File: config.mk
export PLATFORM = sky130hd
export DESIGN_NAME = lpif_ustrm_protid_arb_flat
export DESIGN_NICKNAME = d
export VERILOG_FILES = /design/src/rtl/lpif_arb_pkg.sv /design/src/rtl/lpif_ustrm_protid_arb_if.sv /design/src/rtl/lpif_ustrm_protid_arb_rr_pick.sv /design/src/rtl/lpif_ustrm_protid_arb.sv /design/src/flat_wrapper.sv
export SDC_FILE = /design/constraint.sdc
export NUM_CORES = 1
export LEC_CHECK = 0
export ABC_CLOCK_PERIOD_IN_PS = 2200
export CAP_MARGIN = 20
export CORE_AREA = 2 2 535 537
export CTS_CLUSTER_DIAMETER = 60
export DETAILED_ROUTE_END_ITERATION = 12
export DIE_AREA = 0 0 537 539
export DONT_BUFFER_PORTS = 1
export HOLD_SLACK_MARGIN = 0.05
export SYNTH_ARGS = -nofsm -noshare
export SYNTH_HDL_FRONTEND = slang
export SYNTH_SLANG_ARGS = --single-unit
File: constraint.sdc
create_clock -name clk_wr -period 2.2 [get_ports clk_wr]
set_clock_uncertainty 0.15 [all_clocks]
set_input_delay 0.44 -clock clk_wr [delete_from_list [all_inputs] [get_ports clk_wr]]
set_output_delay 0.44 -clock clk_wr [all_outputs]
set_load 0.01 [all_outputs]
File: src/rtl/lpif_arb_pkg.sv
// Shared types and constants for the LPIF upstream protid arbiter.
package lpif_arb_pkg;

    localparam int MAX_REQ = 4;

    typedef enum logic [1:0] {
        IDLE   = 2'd0,
        LOCKED = 2'd1
    } arb_state_e;

    // Bit positions inside arb_status: {grant_idx, state, beat_cnt, 20'h0}
    localparam int STAT_GRANT_LSB = 30;
    localparam int STAT_STATE_LSB = 28;
    localparam int STAT_BCNT_LSB  = 20;

    function automatic logic [1:0] next_idx(input logic [1:0] idx, input int num_req);
        return (int'(idx) == num_req - 1) ? 2'd0 : idx + 2'd1;
    endfunction

endpackage

File: src/rtl/lpif_ustrm_protid_arb_if.sv
// Requester-side handshake plus the shared ustrm channel driven by the arbiter.
interface lpif_ustrm_protid_arb_if #(
    parameter int NUM_REQ    = 4,
    parameter int DATA_WIDTH = 256,
    parameter int CRC_WIDTH  = 8
);
    logic [NUM_REQ-1:0]            req_valid;
    logic [NUM_REQ-1:0]            req_last;
    logic [NUM_REQ*DATA_WIDTH-1:0] req_data;
    logic [NUM_REQ*CRC_WIDTH-1:0]  req_crc;
    logic [NUM_REQ-1:0]            req_crc_valid;
    logic [NUM_REQ-1:0]            req_ready;

    logic [1:0]                    ustrm_protid;
    logic [DATA_WIDTH-1:0]         ustrm_data;
    logic                          ustrm_dvalid;
    logic [CRC_WIDTH-1:0]          ustrm_crc;
    logic                          ustrm_crc_valid;
    logic                          ustrm_valid;

    modport slave (
        input  req_valid, req_last, req_data, req_crc, req_crc_valid,
        output req_ready,
        output ustrm_protid, ustrm_data, ustrm_dvalid, ustrm_crc, ustrm_crc_valid, ustrm_valid
    );

    modport master (
        output req_valid, req_last, req_data, req_crc, req_crc_valid,
        input  req_ready,
        input  ustrm_protid, ustrm_data, ustrm_dvalid, ustrm_crc, ustrm_crc_valid, ustrm_valid
    );
endinterface

File: src/rtl/lpif_ustrm_protid_arb_rr_pick.sv
// Combinational round-robin pick: first asserted request at or after ptr, searching cyclically.
module lpif_rr_pick
    import lpif_arb_pkg::*;
#(
    parameter int NUM_REQ = 4
) (
    input  logic [NUM_REQ-1:0] req,
    input  logic [1:0]         ptr,
    output logic [1:0]         gnt_idx,
    output logic               any_req
);
    logic [MAX_REQ-1:0] req_pad;
    logic [1:0]         idx;

    assign req_pad = MAX_REQ'(req);

    // NOTE: every variable written here gets a default first so no latch is inferred.
    always_comb begin
        gnt_idx = ptr;
        any_req = 1'b0;
        idx     = ptr;
        // Walk from the farthest offset back so the nearest request after ptr wins.
        for (int off = NUM_REQ - 1; off >= 0; off--) begin
            idx = 2'((int'(ptr) + off) % NUM_REQ);
            if (req_pad[idx]) begin
                gnt_idx = idx;
                any_req = 1'b1;
            end
        end
    end
endmodule

File: src/rtl/lpif_ustrm_protid_arb.sv
// Packet-granular round-robin arbiter sharing the single LPIF upstream channel among
// up to four protocol requesters; the ustrm side has no backpressure, so req_ready is the only throttle.
module lpif_ustrm_protid_arb
    import lpif_arb_pkg::*;
#(
    parameter int NUM_REQ       = 4,
    parameter int DATA_WIDTH    = 256,
    parameter int CRC_WIDTH     = 8,
    parameter int MAX_PKT_BEATS = 64
) (
    input  logic                  clk_wr,
    input  logic                  rst_wr_n,
    input  logic                  link_active,
    lpif_ustrm_protid_arb_if.slave bus,
    output logic                  err_pkt_len,
    output logic [31:0]           arb_status
);
    arb_state_e            state_q, state_d;
    logic [1:0]            grant_q, grant_d, rr_ptr_q, rr_ptr_d, protid_q, protid_d;
    logic [7:0]            beat_cnt_q, beat_cnt_d;
    logic                  hold_q, hold_d, err_q, err_d;
    logic                  dvalid_q, dvalid_d, crc_valid_q, crc_valid_d, valid_q, valid_d;
    logic [DATA_WIDTH-1:0] data_q, data_d, sel_data;
    logic [CRC_WIDTH-1:0]  crc_q, crc_d, sel_crc;
    logic [MAX_REQ-1:0]    valid_pad, last_pad, crcv_pad, ready_pad;
    logic                  ready_en, xfer, wd_hit, pkt_done, any_req;
    logic [1:0]            pick_ptr, pick_idx;

    assign valid_pad = MAX_REQ'(bus.req_valid);
    assign last_pad  = MAX_REQ'(bus.req_last);
    assign crcv_pad  = MAX_REQ'(bus.req_crc_valid);

    // hold_q inserts the single bubble after an immediate re-grant.
    assign ready_en  = (state_q == LOCKED) && link_active && !hold_q;
    assign ready_pad = ready_en ? (MAX_REQ'(1) << grant_q) : '0;
    assign bus.req_ready = NUM_REQ'(ready_pad);

    assign xfer     = ready_en && valid_pad[grant_q];
    assign wd_hit   = xfer && !last_pad[grant_q] && (beat_cnt_q == 8'(MAX_PKT_BEATS - 1));
    assign pkt_done = xfer && (last_pad[grant_q] || wd_hit);
    assign pick_ptr = (state_q == LOCKED) ? next_idx(grant_q, NUM_REQ) : rr_ptr_q;

    lpif_rr_pick #(.NUM_REQ(NUM_REQ)) u_rr_pick (
        .req     (bus.req_valid & {NUM_REQ{link_active}}),
        .ptr     (pick_ptr),
        .gnt_idx (pick_idx),
        .any_req (any_req)
    );

    always_comb begin
        sel_data = '0;
        sel_crc  = '0;
        for (int i = 0; i < NUM_REQ; i++) begin
            if (2'(i) == grant_q) begin
                sel_data = bus.req_data[i*DATA_WIDTH +: DATA_WIDTH];
                sel_crc  = bus.req_crc[i*CRC_WIDTH +: CRC_WIDTH];
            end
        end
    end

    always_comb begin
        state_d     = state_q;
        grant_d     = grant_q;
        rr_ptr_d    = rr_ptr_q;
        beat_cnt_d  = beat_cnt_q;
        hold_d      = 1'b0;
        err_d       = err_q | wd_hit;
        protid_d    = protid_q;
        data_d      = data_q;
        crc_d       = crc_q;
        crc_valid_d = 1'b0;
        dvalid_d    = 1'b0;
        valid_d     = link_active;

        case (state_q)
            IDLE: begin
                if (any_req) begin
                    state_d    = LOCKED;
                    grant_d    = pick_idx;
                    beat_cnt_d = '0;
                end
            end
            LOCKED: begin
                if (xfer) begin
                    beat_cnt_d = (beat_cnt_q == 8'hFF) ? 8'hFF : beat_cnt_q + 8'd1;
                end
                if (pkt_done) begin
                    rr_ptr_d = pick_ptr;
                    if (any_req) begin
                        grant_d    = pick_idx;
                        beat_cnt_d = '0;
                        hold_d     = 1'b1;
                    end else begin
                        state_d = IDLE;
                    end
                end
            end
            default: state_d = IDLE;
        endcase

        if (xfer) begin
            protid_d    = grant_q;
            data_d      = sel_data;
            crc_d       = sel_crc;
            crc_valid_d = crcv_pad[grant_q];
            dvalid_d    = 1'b1;
        end
    end

    // NOTE: state registers use non-blocking assignments so every flop samples pre-edge values.
    always_ff @(posedge clk_wr) begin
        if (!rst_wr_n) begin
            state_q     <= IDLE;
            grant_q     <= '0;
            rr_ptr_q    <= '0;
            beat_cnt_q  <= '0;
            hold_q      <= 1'b0;
            err_q       <= 1'b0;
            protid_q    <= '0;
            data_q      <= '0;
            crc_q       <= '0;
            crc_valid_q <= 1'b0;
            dvalid_q    <= 1'b0;
            valid_q     <= 1'b0;
        end else begin
            state_q     <= state_d;
            grant_q     <= grant_d;
            rr_ptr_q    <= rr_ptr_d;
            beat_cnt_q  <= beat_cnt_d;
            hold_q      <= hold_d;
            err_q       <= err_d;
            protid_q    <= protid_d;
            data_q      <= data_d;
            crc_q       <= crc_d;
            crc_valid_q <= crc_valid_d;
            dvalid_q    <= dvalid_d;
            valid_q     <= valid_d;
        end
    end

    assign bus.ustrm_protid    = protid_q;
    assign bus.ustrm_data      = data_q;
    assign bus.ustrm_dvalid    = dvalid_q;
    assign bus.ustrm_crc       = crc_q;
    assign bus.ustrm_crc_valid = crc_valid_q;
    assign bus.ustrm_valid     = valid_q;
    assign err_pkt_len         = err_q;

    always_comb begin
        arb_status = '0;
        arb_status[STAT_GRANT_LSB +: 2] = grant_q;
        arb_status[STAT_STATE_LSB +: 2] = state_q;
        arb_status[STAT_BCNT_LSB  +: 8] = beat_cnt_q;
    end
endmodule

File: src/flat_wrapper.sv
// flat-port wrapper written by rule: the top's interface ports become plain ports
module lpif_ustrm_protid_arb_flat import lpif_arb_pkg::*;
#(
    parameter int NUM_REQ       = 4,
    parameter int DATA_WIDTH    = 256,
    parameter int CRC_WIDTH     = 8,
    parameter int MAX_PKT_BEATS = 64
)
  (clk_wr, rst_wr_n, link_active, err_pkt_len, arb_status, bus_req_valid, bus_req_last, bus_req_data, bus_req_crc, bus_req_crc_valid, bus_req_ready, bus_ustrm_protid, bus_ustrm_data, bus_ustrm_dvalid, bus_ustrm_crc, bus_ustrm_crc_valid, bus_ustrm_valid);
  lpif_ustrm_protid_arb_if #(.NUM_REQ(NUM_REQ), .DATA_WIDTH(DATA_WIDTH), .CRC_WIDTH(CRC_WIDTH)) bus_i ();
  input  logic clk_wr;
  input  logic rst_wr_n;
  input  logic link_active;
  output logic err_pkt_len;
  output logic [31:0] arb_status;
  input wire logic [$bits(bus_i.req_valid)-1:0] bus_req_valid;
  input wire logic [$bits(bus_i.req_last)-1:0] bus_req_last;
  input wire logic [$bits(bus_i.req_data)-1:0] bus_req_data;
  input wire logic [$bits(bus_i.req_crc)-1:0] bus_req_crc;
  input wire logic [$bits(bus_i.req_crc_valid)-1:0] bus_req_crc_valid;
  output wire logic [$bits(bus_i.req_ready)-1:0] bus_req_ready;
  output wire logic [$bits(bus_i.ustrm_protid)-1:0] bus_ustrm_protid;
  output wire logic [$bits(bus_i.ustrm_data)-1:0] bus_ustrm_data;
  output wire logic [$bits(bus_i.ustrm_dvalid)-1:0] bus_ustrm_dvalid;
  output wire logic [$bits(bus_i.ustrm_crc)-1:0] bus_ustrm_crc;
  output wire logic [$bits(bus_i.ustrm_crc_valid)-1:0] bus_ustrm_crc_valid;
  output wire logic [$bits(bus_i.ustrm_valid)-1:0] bus_ustrm_valid;
  assign bus_i.req_valid = bus_req_valid;
  assign bus_i.req_last = bus_req_last;
  assign bus_i.req_data = bus_req_data;
  assign bus_i.req_crc = bus_req_crc;
  assign bus_i.req_crc_valid = bus_req_crc_valid;
  assign bus_req_ready = bus_i.req_ready;
  assign bus_ustrm_protid = bus_i.ustrm_protid;
  assign bus_ustrm_data = bus_i.ustrm_data;
  assign bus_ustrm_dvalid = bus_i.ustrm_dvalid;
  assign bus_ustrm_crc = bus_i.ustrm_crc;
  assign bus_ustrm_crc_valid = bus_i.ustrm_crc_valid;
  assign bus_ustrm_valid = bus_i.ustrm_valid;
  lpif_ustrm_protid_arb #(.NUM_REQ(NUM_REQ), .DATA_WIDTH(DATA_WIDTH), .CRC_WIDTH(CRC_WIDTH), .MAX_PKT_BEATS(MAX_PKT_BEATS)) u_core (.clk_wr(clk_wr), .rst_wr_n(rst_wr_n), .link_active(link_active), .bus(bus_i), .err_pkt_len(err_pkt_len), .arb_status(arb_status));
endmodule
### Word-level counts from Yosys, hierarchy flattened

Index checks and enable logic that the tools add are counted.

* register bits after elaboration: 285
* bits in latches: 0
* memory bits (writable): 0
* bits in read-only memories: 0
* output and inout bits: 306
* word-level logic and storage cells: 101
* memories kept: 0

* $add $sub $neg: 5
* $mul: 0
* div/mod/pow operators: 0
* order comparisons: 5
* eq/ne operators: 10
* shift-type cells: 1
* mux-type cells: 48
* bitwise gates (word level): 2
* reductions and logical operators: 18

Operators by type and width (number)
* 256-bit two-way mux: 4
* 8-bit two-way mux: 9
* 2-bit two-way mux: 11
* 8-bit case mux with 2 select lines: 1
* 2-bit by 3-bit < comparator with 1-bit output (second input constant): 5
* 1-bit binary-select mux with 2-bit select: 7
* 1-bit two-way mux: 13
* 8-bit by 1-bit adder with 8-bit output (second input constant): 1
* 8-bit by 6-bit == test with 1-bit output (second input constant): 1
* 8-bit == test (second input constant): 1
* 2-bit case mux with 2 select lines: 2
* 2-bit AND reduction: 4
* 1-bit logical AND: 6
* 3-bit AND reduction: 2
* 2-bit by 1-bit adder with 2-bit output (second input constant): 2
* 2-bit adder (second input constant): 2
* 4-bit AND: 1
* 2-bit by 1-bit == test with 1-bit output (second input constant): 2
* 2-bit == test (first input constant): 2
* 2-bit logical NOT: 2
* 4-bit two-way mux: 1
* 2-bit by 1-bit != test with 1-bit output (second input constant): 2
* 1-bit by 2-bit left shift with 4-bit output (first input constant): 1
* 1-bit by 2-bit == test with 1-bit output (first input constant): 1
* 5 further kinds: 6

### Depth between registers and ports, before layout

Gate-level depths: netlist (run 1).

* word-level depth: 13
* depth in mapped cells: 10

### By module

A second synthesis (run 1) with hierarchy kept.

* cells, all modules: 2579
* area, all modules: 18779.3 um^2

Modules (own cells, without submodules)
* lpif_ustrm_protid_arb: times used 1, cells each 2563, area an instance 18679.2 um^2, seq. area each 5685.5 um^2
* lpif_rr_pick: times used 1, cells each 16, area an instance 100.1 um^2, seq. area each 0.0 um^2

### Worst setup path after synthesis (run 1)

No wires, ideal clock.

* path type: register -> output
* from: register u_core.grant_q[1]
* to: output bus_req_ready[3]
* arrival: 1.689 ns
* slack: -0.079 ns
* cell stages (with the launch flop): 6
* path buffers: 3
* cells stage by stage: dfxtp_1 ha_1 clkbuf_1 clkbuf_1 clkbuf_1 and2_1

* longest elaborated chain between the ends: 2

Ends and longest elaborated chain
* start, declared: line lpif_ustrm_protid_arb.sv:19 `logic [1:0] grant_q, grant_d, rr_ptr_q, rr_ptr_d, protid_q, protid_d;`
* start signal, assigned: line lpif_ustrm_protid_arb.sv:127 `grant_q <= grant_d;`
* 1-bit by 2-bit left shift with 4-bit output: line lpif_ustrm_protid_arb.sv:35 `assign ready_pad = ready_en ? (MAX_REQ'(1) << grant_q) : '0;`
* 4-bit two-way mux: line lpif_ustrm_protid_arb.sv:35
* end, declared: line flat_wrapper.sv:21 `output wire logic [$bits(bus_i.req_ready)-1:0] bus_req_ready;`

Every way passes these cells.

### Final worst setup path (run 1)

* from: register u_core.grant_q[0]
* to: register u_core.data_q[47] (netlist: u_core.bus.ustrm_data[47])

* longest elaborated chain between the ends: 5
* elaborated cells between the ends (all ways): 11

Ends and longest elaborated chain
* 2-bit logical NOT: line lpif_ustrm_protid_arb.sv:54 `if (2'(i) == grant_q) begin`
* 256-bit two-way mux (4 in series): line lpif_ustrm_protid_arb.sv:54
* end signal, assigned: line lpif_ustrm_protid_arb.sv:133 `data_q <= data_d;`
* end, declared: line lpif_ustrm_protid_arb.sv:23 `logic [DATA_WIDTH-1:0] data_q, data_d, sel_data;`

Parallel ways exist; a longest one is shown, timed or not. The select of a mux whose other input is x is not followed.
A chain may end at the register's enable or synchronous reset.

==> impl_metrics.tcl, run 1 <==
set metrics [dict create \
    synth.ff_latch_count 284 \
    worst_path_most_repeated_cell "buf_12" \
    grt_antenna_before_repair 299 \
    tightest_slew_ns 1.29 \
    max_freq_mhz 410 \
    dr.first_iter.drc_count 2692 \
    finalSetupTns_ns -19.45 \
    numPortBuffers 0 \
    ctsHtreeMaxLevel 2 \
    worst-endpoint-required_ns 2.66 \
    violations_in_the_final_reports "hold timing, setup timing" \
    overall_overflow_remaining_after_global_route 0 \
    drt_drc_violations_left 0 \
    routed_wire_length_per_instance_um 36.7 \
    max-clock-path-buffers 3 \
    number_of_clock_buffers_inserted_by_tritoncts 47 \
    path_class "register to register" \
    share_of_the_synthesized_area_in_the_top_cell_type 0.334 \
    drv_slew 0 \
    initial_core_util 0.0600 \
    clock_sinks 284 \
    postSynth.asyncResetShare 0 \
    number_of_maximum_capacitance_violations 0 \
    power.leakage_nw 11.2 \
    grt_pass1_vias 21518 \
    postPlaceCellArea_um2 23300 \
    timing.critical_path.cells "buf_6 > ha_4 > buf_12 > buf_16 > buf_12 > buf_12 > a221oi_1 > nor3_1 > a21oi_1 > a21oi_1" \
    timing.hold.worst.class "primary input to register" \
    regArea_um2 5690 \
    place_congestion 1.19 \
    die_outline_area_um2 289000 \
    rr_worst_depth 10 \
    slowest_stage "a221oi_1" \
    timing.hold.worst_endpoint "u_core.err_pkt_len" \
    clk_pin_slew_worst_paths_ns 0.06 \
    netSwitchingFraction 0.395 \
    power.switching_w 0.00975 \
    ff2ff_setup_slack_ns -0.24 \
    die_w_um 537 \
    setup_repair_after_global_routing_missed_its_margin "yes" \
    synth_enable_flop_cells 0 \
    fin_crit_sh 1.11 \
    syn_area_um2 17000 \
    post_layout_nonfiller_instances 6846 \
    synth_area_leader_cell "dfxtp_1" \
    power_density_nw_per_um2 717 \
    total_power_w 0.0247 \
    synth.yosys.seq_area_share 0.334 \
    critical_path.startpoint_type "register" \
    final-hold-violation-count 32 \
    wire_length_of_the_first_global_routing_pass_um 287000 \
    post_route_cells_drive_above_1_share 0.272 \
    cts_tree "done" \
    hold_ws_ns -0.200 \
    dr.pass1.iters 7 \
    grt_start_max_net_pins 285 \
    routed-via-count 24976 \
    post_synth_inst_count 2283 \
    combinationalPowerShare 0.406 \
    rows 196 \
    multiInputGateArea_um2 12500 \
    p_clk_frac 0.343 \
    place_inst 6076 \
    synth_area_leaders "dfxtp_1 33%, a21oi_1 16%, a221oi_1 14%, nor2b_1 9.8%, o21ai_0 8.0%" \
    n_fill_cell 32313 \
    clk_latency_ns 0.66 \
    vdd_ir_drop_max_uv 611 \
    synth.lib_cells_used.distinct 55 \
    power.internal_w 0.0149 \
    r2r-end "u_core.bus.ustrm_data[47]" \
    placeable_area_um2 284000 \
    clk_root_buffer_cell "clkbuf_16" \
    timing.critical_path.slowest_cell_delay_ns 0.39 \
    flow.area_growth_from_synthesis_pct 102 \
    finalInstanceArea_um2 34400 \
    final_period_minus_worst_setup_slack_ns 2.44 \
    relSlewSlack 0.139 \
    syn-mean-instance-area_um2 7.47 \
    ys_warn_count 0 \
    endpoint_kind "register" \
    final-setup-viol-count 238 \
    r2r-start "u_core.grant_q[0]" \
    gr-usage-all-layers 0.160 \
    dp_hpwl_um 208000 \
    run_status "finished, violations left" \
    ant_nets 0 \
    worstPathArrival_ns 2.90 \
    design.final.nets 3965 \
    hold_start "rst_wr_n" \
    dieHeight_um 539 \
    avgViaCountPerCell 3.65 \
    drt-total-wl_um 251000 \
    boundaryPins 1377 \
    path_max_fanout 34 \
    hold_path_depth 1 \
    seq_pwr_share 0.251 \
    fin_worst_setup_slack_ns -0.239 \
    synth-main-ff-cell "dfxtp_1" \
]
==> routing by layer <==
metal	global-route usage	share of wire	vias to the layer above
met5	0.000500	0.0043	-
li1	-	-	10083
met4	0.0937	0.065	162
met3	0.104	0.15	760
met2	0.225	0.40	2290
met1	0.178	0.38	11681
==> sequential cells by signal (all words and copies together), names as in the netlist <==
name and flops:
u_core.bus.ustrm_protid 2, u_core.err_pkt_len 1, u_core.bus.ustrm_data 256, u_core.hold_q 1
u_core.bus.ustrm_crc 8, u_core.rr_ptr_q 2, u_core.beat_cnt_q 8, u_core.state_q 1
u_core.bus.ustrm_dvalid 1, u_core.grant_q 2, u_core.bus.ustrm_valid 1, u_core.bus.ustrm_crc_valid 1
==> critical path, delay by kind of cell (launching register included) <==
family	cells	cell delay, ns
simple gates	1	0.10
buf+inv	5	0.88
flops	1	0.34
fa+ha+maj	1	0.17
compound gates	3	0.63
==> cells in the final DEF, fill, tap and decap left out, types with 5 or more instances in the layout <==
cell type,netlist,final
nor2b_1,268,226
a221oi_2,0,107
buf_8,1,18
nor3_1,267,221
nor3_4,0,5
a221oi_1,264,96
inv_6,0,6
clkinvlp_4,0,5
a21oi_1,536,500
nor2b_2,0,30
dfxtp_1,284,282
a21oi_2,1,37
buf_4,23,197
clkbuf_16,0,63
dlygate4sd3_1,0,438
o21ai_0,274,246
clkbuf_1,204,5
bufbuf_16,0,5
bufinv_16,0,7
nor2b_4,0,12
conb_1,1,21
nand3_1,6,6
buf_12,0,47
buf_6,1,74
nor3_2,0,41
inv_8,0,5
and2_1,9,6
o21ai_1,0,24
a221oi_4,0,61
buf_16,0,35
diode_2,0,157
nor2_1,8,8
nand2_1,16,16
==> metrics by stage <==
stage	util	setup slack, ns
2_1_floorplan	-	-0.0432
3_3_place_gp	0.0822	-0.507
3_5_place_dp	0.0822	-0.531
4_1_cts	0.112	-0.220
5_1_grt	0.121	-0.294
6_report	0.121	-0.239
==> synthesized netlist by cell type (2+ instances only) <==
library cell and n:
a21boi_0 3, a21o_1 2, nand3_1 6, a221oi_1 264, nand2_1 16, nor2_1 8
o31ai_1 2, mux4_2 2, mux2_2 2, a31oi_1 5, buf_4 23, nor2b_1 268
nand2b_1 2, and2_1 9, o21ai_0 274, buf_2 52, buf_1 10, o211ai_1 2
nor3_1 267, ha_1 5, dfxtp_1 284, inv_1 5, a21oi_1 536, nand4_1 2
clkbuf_1 204
==> what timing repair did <==
action                                 4_1_cts  5_1_grt
setup endpoints to repair                  269      277
hold buffers                               372       66
pin swaps                                   22       14
endpoints found under the hold margin      284      237
setup buffers                               25       25
cloned                                      24       18
resized for setup                          370      229
==> cell families after synthesis <==
kind of cell	Yosys count	share of synthesized area
AOI/OAI and AO/OA	1098	0.385
and+or+nand+nor	592	0.195
buffers and inverters	297	0.0760
DFF	284	0.334
muxes	6	0.00609
adders and majority gates	5	0.00367
other	1	0.000220
==> cell type report <==
type,count,share of cell area
antenna,157,0.0114
clock buffer,56,0.0366
multi-input combinational,1722,0.364
inverter,5,0.000545
sequential,284,0.165
timing repair buffer,829,0.273
clock inverter,31,0.0123
tap,3762,0.137
==> worst max path at each step <==
stage	start	end	slack, ns	cells past startpoint
finish	u_core.grant_q[0]	u_core.bus.ustrm_data[47]	-0.24	10
global route	u_core.grant_q[0]	u_core.bus.ustrm_data[17]	-0.29	12
CTS	u_core.grant_q[1]	bus_req_ready[3]	-0.22	5
detailed placement	u_core.grant_q[0]	u_core.bus.ustrm_data[180]	-0.53	10
global placement	u_core.grant_q[0]	u_core.bus.ustrm_data[159]	-0.51	10
floorplan	u_core.grant_q[1]	u_core.bus.ustrm_data[28]	-0.04	10
==> power by group through the flow <==
| stage | sequential, W | clock [W] | combinational (W) |
|---|---|---|---|
| final | 0.00618 | 0.00847 | 0.0100 |
| after global routing | 0.00621 | 0.00879 | 0.0105 |
| after CTS | 0.00618 | 0.00868 | 0.00887 |
| after detailed placement | 0.00629 | 0 | 0.00646 |
| after global placement | 0.00629 | 0 | 0.00644 |
| after floorplan | 0.00584 | 0 | 0.00317 |
No activity file was read; power rests on OpenSTA's default activity.
==> inputs of run 2 (changes only) <==
GPL_ROUTABILITY_DRIVEN = 0   (was not set)
SLEW_MARGIN = 0   (was not set)
==> impl_metrics.tcl, run 2 (synthesized netlist as in run 1, its figures left out) <==
set metrics [dict create \
    rows 196 \
    power_density_nw_per_um2 660 \
    combinationalPowerShare 0.498 \
    r2r-end "u_core.bus.ustrm_data[59]" \
    initial_core_util 0.0600 \
    hold_ws_ns -0.138 \
    timing.hold.worst_endpoint "u_core.beat_cnt_q[0]" \
    run_status "finished, violations left" \
    flow.area_growth_from_synthesis_pct 157 \
    r2r-start "u_core.grant_q[0]" \
    grt_pass1_vias 24926 \
    numPortBuffers 0 \
    relSlewSlack 0.329 \
    rr_worst_depth 11 \
    overall_overflow_remaining_after_global_route 0 \
    final_common_cell "dlygate4sd3_1" \
    cts_tree "done" \
    max-clock-path-buffers 3 \
    timing.hold.worst.class "primary input to register" \
    grt_antenna_before_repair 311 \
    dr.first_iter.drc_count 3257 \
    tightest_slew_ns 1.01 \
    drv_slew 0 \
    dp_hpwl_um 210000 \
    grt_start_max_net_pins 285 \
    clk_latency_ns 0.68 \
    number_of_clock_buffers_inserted_by_tritoncts 48 \
    routed-via-count 28465 \
    seq_pwr_share 0.215 \
    grt_use_met1 0.189 \
    die_w_um 537 \
    final_cell_mix "668 x dlygate4sd3_1, 348 x a21oi_1, 280 x dfxtp_1" \
    post_route_cells_drive_above_1_share 0.420 \
    hold_start "rst_wr_n" \
    grt_util_met3 0.112 \
    final_period_minus_worst_setup_slack_ns 2.57 \
    max_freq_mhz 389 \
    violations_in_the_final_reports "hold timing, setup timing" \
    netSwitchingFraction 0.409 \
    clk_pin_slew_worst_paths_ns 0.06 \
    drt_drc_violations_left 0 \
    flip_flop_count_of_the_largest_register_all_copies_and_words_added 256 \
    grt.met2_usage 0.252 \
    die_outline_area_um2 289000 \
    ctsHtreeMaxLevel 2 \
    path_max_fanout 7 \
    ant_nets 0 \
    power.leakage_nw 14.5 \
    p_clk_frac 0.287 \
    hold_path_depth 2 \
    vdd_ir_drop_max_uv 536 \
    boundaryPins 1377 \
    pre_cts_ws_ns -0.623 \
    wire_length_of_the_first_global_routing_pass_um 318000 \
    fin_worst_setup_slack_ns -0.374 \
    drt-total-wl_um 281000 \
    power.switching_w 0.0118 \
    routed_wire_length_per_instance_um 38.7 \
    final-setup-viol-count 269 \
    ff2ff_setup_slack_ns -0.37 \
    power.internal_w 0.0171 \
    worst-endpoint-required_ns 2.63 \
    placeable_area_um2 284000 \
    n_fill_cell 31221 \
    clk_root_buffer_cell "clkbuf_16" \
    path_class "register to register" \
    avgViaCountPerCell 3.92 \
    final-hold-violation-count 25 \
    most_used_routing_layer_in_global_routing "met2" \
    worstPathArrival_ns 3.01 \
    endpoint_kind "register" \
    fin_crit_sh 1.17 \
    number_of_maximum_capacitance_violations 0 \
    design.final.nets 4386 \
    critical_path.startpoint_type "register" \
    gr-usage-all-layers 0.175 \
    dieHeight_um 539 \
    dr.pass1.iters 7 \
    clock_sinks 284 \
    setup_repair_after_global_routing_missed_its_margin "yes" \
]
## run 2: repair_timing
item | in CTS | in global routing
pin swaps | 156 | 240
setup buffers | 109 | 72
hold buffers | 539 | 132
endpoints found under the hold margin | 284 | 151
gates cloned | 87 | 26
gates resized for setup | 831 | 704
endpoints found under the setup margin | 260 | 277
## run 2: routing by layer
metal	wire, um	up-vias
met4	20700	184
met2	115000	2876
li1	-	10956
met3	41500	1044
met5	1310	-
met1	103000	13405
## run 2: metrics by stage
step	TNS (ns)	cells	cell area [um2]	power (W)	utilization
CTS	-30.48	6906	37700	0.0260	0.133
global placement	-43.99	6094	23500	0.0127	0.0826
finish	-36.24	7270	43800	0.0289	0.154
global route	-46.68	7185	43600	0.0296	0.154
floorplan	-3.44	2303	17100	0.00900	-
detailed placement	-48.28	6094	23500	0.0127	0.0826
## run 2: how the worst max path moves through the flow
stage / startpoint / endpoint / cells after the start
4_1_cts: u_core.grant_q[0] / bus_req_ready[3] / 5
6_report: u_core.grant_q[0] / u_core.bus.ustrm_data[59] / 11
3_3_place_gp: u_core.grant_q[0] / u_core.bus.ustrm_data[21] / 10
2_1_floorplan: u_core.grant_q[1] / u_core.bus.ustrm_data[28] / 10
3_5_place_dp: u_core.grant_q[0] / u_core.bus.ustrm_data[21] / 10
5_1_grt: u_core.grant_q[0] / u_core.bus.ustrm_data[217] / 13
## run 2: critical path, stage by stage, from the launching register on
cell	delay (ns)
dfxtp_4	0.36
buf_6	0.12
ha_4	0.17
buf_12	0.16
buf_16	0.17
buf_16	0.18
buf_16	0.18
buf_8	0.16
a221oi_2	0.38
nor3_2	0.15
a21oi_2	0.18
a21oi_2	0.07
## run 2: cell type report
type / count / area (um2) / area share
flip-flops and latches: 284 / 5700 / 0.130
repair buffers: 1249 / 15500 / 0.354
inverters: 5 / 18.8 / 0.000428
well taps: 3762 / 4710 / 0.107
diodes: 159 / 398 / 0.00908
clock buffers: 60 / 1290 / 0.0294
clock inverters: 29 / 334 / 0.00763
multi-input cells: 1722 / 15900 / 0.362
## run 2: power groups by stage
stage	combinational, W	sequential, W	clock (W)
6_report	0.0144	0.00621	0.00828
5_1_grt	0.0148	0.00625	0.00854
4_1_cts	0.0114	0.00619	0.00844
3_5_place_dp	0.00643	0.00630	0
3_3_place_gp	0.00642	0.00630	0
2_1_floorplan	0.00317	0.00584	0
